## config.mk

```make
export PLATFORM = sky130hd
export DESIGN_NAME = io_down_counter
export DESIGN_NICKNAME = d
export VERILOG_FILES = /design/src/rtl/io_pkg.sv /design/src/rtl/down_tff_chain.sv /design/src/rtl/io_down_counter.sv
export SDC_FILE = /design/constraint.sdc
export NUM_CORES = 1
export LEC_CHECK = 0
export ABC_CLOCK_PERIOD_IN_PS = 2580
export CORE_UTILIZATION = 38
export DETAILED_ROUTE_END_ITERATION = 7
export GPL_ROUTABILITY_DRIVEN = 1
export PLACE_DENSITY = 0.69
export SLEW_MARGIN = 20
export SYNTH_ARGS = -nofsm -noshare
export SYNTH_HDL_FRONTEND = slang
export SYNTH_HIERARCHICAL = 1
export SYNTH_SLANG_ARGS = --single-unit
```

## constraint.sdc

```tcl
create_clock -name CLK -period 2.58 [get_ports CLK]
set_input_delay 0.516 -clock CLK [delete_from_list [all_inputs] [get_ports CLK]]
set_output_delay 0.516 -clock CLK [all_outputs]
set_load 0.02 [all_outputs]
```

## src/rtl/io_pkg.sv

```systemverilog
// Shared types for the IO counter blocks: FSM state encoding and default count width.
package io_pkg;

  localparam int unsigned DefaultValueWidth = 8;

  typedef enum logic [1:0] {
    StIdle  = 2'd0,
    StCount = 2'd1,
    StDone  = 2'd2
  } state_t;

endpackage

```

## src/rtl/down_tff_chain.sv

```systemverilog
// Loadable down-counting register built as a T-flip-flop borrow chain.
// Bit i toggles on Step when all lower bits are zero; Load overrides Step.
module down_tff_chain
  import io_pkg::*;
#(
  parameter int unsigned VALUE_WIDTH = DefaultValueWidth
) (
  input  logic                   CLK,
  input  logic                   RST,
  input  logic                   Step,
  input  logic                   Load,
  input  logic [VALUE_WIDTH-1:0] LoadValue,
  output logic [VALUE_WIDTH-1:0] value
);

  logic [VALUE_WIDTH-1:0] value_q, value_d;
  logic [VALUE_WIDTH-1:0] borrow;

  always_comb begin
    borrow    = '0;
    borrow[0] = Step;
    for (int i = 1; i < VALUE_WIDTH; i++) begin
      borrow[i] = borrow[i-1] & ~value_q[i-1];
    end
    value_d = Load ? LoadValue : (value_q ^ borrow);
  end

  always_ff @(posedge CLK) begin
    if (!RST) begin
      value_q <= '0;
    end else begin
      value_q <= value_d;
    end
  end

  assign value = value_q;

endmodule

```

## src/rtl/io_down_counter.sv

```systemverilog
// Loadable transfer-length down-counter with Busy/Done/Underflow status.
// Optional IO_DOWN_COUNTER_AUTORELOAD_EN reloads the last nonzero count on terminal count.
module io_down_counter
  import io_pkg::*;
#(
  parameter int unsigned VALUE_WIDTH = DefaultValueWidth
) (
  input  logic                   CLK,
  input  logic                   RST,
  input  logic                   Load,
  input  logic [VALUE_WIDTH-1:0] LoadValue,
  input  logic                   Enable,
  output logic [VALUE_WIDTH-1:0] value,
  output logic                   Busy,
  output logic                   Done,
  output logic                   Underflow
);

  localparam logic [VALUE_WIDTH-1:0] One = VALUE_WIDTH'(1);

  state_t                 state_q, state_d;
  logic                   busy_q, done_q, underflow_q, underflow_d;
  logic                   reload_hit;
  logic                   chain_step, chain_load;
  logic [VALUE_WIDTH-1:0] chain_load_value;

`ifdef IO_DOWN_COUNTER_AUTORELOAD_EN
  logic [VALUE_WIDTH-1:0] shadow_q;

  always_ff @(posedge CLK) begin
    if (!RST) begin
      shadow_q <= '0;
    end else if (Load && (LoadValue != '0)) begin
      shadow_q <= LoadValue;
    end
  end
`endif

  always_comb begin
    state_d          = state_q;
    underflow_d      = underflow_q;
    reload_hit       = 1'b0;
    chain_step       = 1'b0;
    chain_load       = 1'b0;
    chain_load_value = LoadValue;

    // Load wins over Enable in every state and clears the sticky error.
    if (Load) begin
      chain_load  = 1'b1;
      underflow_d = 1'b0;
      state_d     = (LoadValue == '0) ? StDone : StCount;
    end else begin
      unique case (state_q)
        StIdle: ;
        StCount: begin
          if (Enable) begin
            if (value == One) begin
`ifdef IO_DOWN_COUNTER_AUTORELOAD_EN
              chain_load       = 1'b1;
              chain_load_value = shadow_q;
              reload_hit       = 1'b1;
`else
              chain_step = 1'b1;
              state_d    = StDone;
`endif
            end else begin
              chain_step = 1'b1;
            end
          end
        end
        StDone: begin
          if (Enable) underflow_d = 1'b1;
          state_d = StIdle;
        end
        default: state_d = StIdle;
      endcase
    end
  end

  always_ff @(posedge CLK) begin
    if (!RST) begin
      state_q     <= StIdle;
      busy_q      <= 1'b0;
      done_q      <= 1'b0;
      underflow_q <= 1'b0;
    end else begin
      state_q     <= state_d;
      busy_q      <= (state_d == StCount);
      done_q      <= (state_d == StDone) || reload_hit;
      underflow_q <= underflow_d;
    end
  end

  down_tff_chain #(
    .VALUE_WIDTH(VALUE_WIDTH)
  ) u_chain (
    .CLK      (CLK),
    .RST      (RST),
    .Step     (chain_step),
    .Load     (chain_load),
    .LoadValue(chain_load_value),
    .value    (value)
  );

  assign Busy      = busy_q;
  assign Done      = done_q;
  assign Underflow = underflow_q;

endmodule

```

==> impl_results.md <==
* Layout fillers at about 160
* Util after Layout at 0.619
* Number of port buffers at 22
* Worst Hold Class: reg -> reg
* Grt ovf at 0
* EDFF count, synth at 0
* Final Hold Viols at 0
* Final setup TNS at 0 ps
* Setup repair after global routing missed its margin: false
* Final Critical Period at about 2400 ps
* Post-synth top area cell: dfxtp_1
* Post-synth ARST share at 0
* Max-cap violations at 0
* Flops & latches, synth at 13
* CTS buffer count at 3
* CP Class: in -> reg
* Least-Margin Pin Slew at 417 ps
* Largest net degree at the start of global routing at 22
* Synth top area cells: dfxtp_1, ha_1, a21boi_1, or2_2, inv_1
* Reg clk slew, reported paths at roughly 90 ps
* GRT Total Usage at 0.185
* Final period util at 0.917
* Vias in the first global route at around 580
* Area growth from synthesis to layout at 45.3%
* DRT antenna net count at 0
* Synthesized area per cell at approximately 9.4 sq um
* DR vias at just under 600
* Main flop type after synthesis: dfxtp_1
* Global-route wire length before repair at between 2000 and 3000 um
* Remaining DRCs at 0
* Core Rows at 14
* Root buf cell: clkbuf_4
* Syn Nets at 91
* Final clock skew at 8.04 ps
* Cells after synthesis at 72
* Mapped Area at slightly below 700 sq um
* CP required at ~2800 ps
* Worst Setup Start Kind: input port
* PwrDens at around 450 nW/um^2
* VDD IR max at ~0.00035 V
* Clk_lat worst skew at approximately 280 ps
* Status: finished clean
* First DRT Iteration DRCs at 10
* Register area share after synthesis at 0.383
* WL/cell at between 10 and 15 um
* Count of cell types in the netlist at 22
* HPWL Detailed at ~1100 um
* Final Power at around 450 uW
* Clock sink count at 13
* Synth top cells by count: dfxtp_1, inv_1, ha_1, nand2_1
* Share of the synthesized area in the top cell type at 0.383
* Slew headroom at 0.721
* Via/cell ratio at between 4 and 5
* CTS tree: built
* Area of the core at approximately 1600 sq um
* Crit Path Max Fanout at 2
* Post-CTS Setup Inserts at 0
* ANT cells at 0
* Die height at 44.3 um
* F_max at ~0.42 GHz
* Gpl congestion at ~0.76
* Bufs on Longest Clock Path at 2
* Antenna violations before repair at 0
* Proportion of layout cells with a drive suffix above 1 at 0.172
* Die area at roughly 2000 sq um
* LEAKAGE at slightly below 0.0004 uW
* Die width at ~44 um
* DR pass1 iterations at 2
* CP Capture Type: flip-flop
* Initial Util at 0.426
* Max H-tree Level at 1
* I/O pins at 23
* Final WL at 1550 um
* Max Slew Vio Count at 0
* Syn. warnings at 6
* CP arrival at ~2600 ps
* Final setup fails at 0
* Final Net Count at between 100 and 150
* Cell with the most instances after synthesis: dfxtp_1
area by class of cell:
| type | instances | area, sq um | share of cell area |
|---|---|---|---|
| Multi-Input combinational cell | 50 | 404 | 0.409 |
| Sequential cell | 13 | 260 | 0.264 |
| Timing Repair Buffer | 24 | 236 | 0.240 |
| Inverter | 8 | 30.0 | 0.0304 |
| Tap cell | 24 | 30.0 | 0.0304 |
| Clock buffer | 4 | 26.3 | 0.0266 |
per-layer routing:
metal	global-route usage	wire, um
met3	0.0286	65
met2	0.279	779
met5	0	0
met1	0.247	690
met4	0.109	10
layout by cell type (no fill, tap or decap), drive strengths merged:
master,instances
a21boi,9
inv,8
clkbuf,4
clkdlybuf4s50,20
or2b,1
buf,2
dlygate4sd2,1
ha,7
o2111a,2
nor2,5
a31oi,1
dlymetal6s2s,1
nand4,3
nand2,7
o211a,1
nor3b,1
dfxtp,13
nor4b,3
xor2,1
nor4,1
nor2b,1
or2,7
stage by stage:
step | cells | cell area [sq um] | setup slack (ps) | hold WS [ps]
2_1_floorplan | 72 | 679 | 171 | 560
3_3_place_gp | 119 | 933 | -340 | 531
3_5_place_dp | 119 | 933 | -431 | 542
4_1_cts | 123 | 970 | 1.97 | 553
5_1_grt | 123 | 987 | 105 | 576
6_report | 123 | 987 | 213 | 545
power by group:
group / switching (uW) / internal, uW / leakage (uW)
sequential: 8.78 / 211 / 0.000107
clock: 68.9 / 59.9 / 0.0000150
combinational: 44.0 / 54.3 / 0.000273
flip-flops by register name, indices dropped and copies added (netlist names):
| register | flops |
|---|---|
| u_chain/value | 8 |
| Underflow | 1 |
| Done | 1 |
| state_q | 2 |
| Busy | 1 |
worst max-delay path, stage by stage:
cell	delay [ps]
dlygate4sd2_1	270
nor4b_4	290
ha_2	210
ha_2	160
ha_1	130
ha_1	140
ha_1	140
ha_1	140
ha_1	220
or2_4	250
a21boi_2	120
what timing repair did:
action / in CTS / in global routing
pin swaps: 1 / 1
resized for setup: 5 / 4
endpoints found under the setup margin: 1 / 1
hold buffers: 0 / 0
logic make-up (layout without fill, tap and decap cells):
family / count (synthesis) / count (layout) / synth area share
AND/OR/NAND/NOR: 29 / 29 / 0.247
AO/OA/AOI/OAI: 13 / 13 / 0.168
flip-flops: 13 / 13 / 0.383
buffers and inverters: 9 / 36 / 0.0608
adder cells (fa/ha/maj): 7 / 7 / 0.129
XOR/XNOR: 1 / 1 / 0.0129
worst paths after layout:
kind                   start  cells past startpoint                to  slack, ps
setup / recovery        Load                     11  u_chain/value[6]        210
hold / removal     Underflow                      2         Underflow        550
setup reg to reg  state_q[0]                     11  u_chain/value[6]        330
hold reg to reg    Underflow                      2         Underflow        550
No activity file was read; power rests on OpenSTA's default activity.
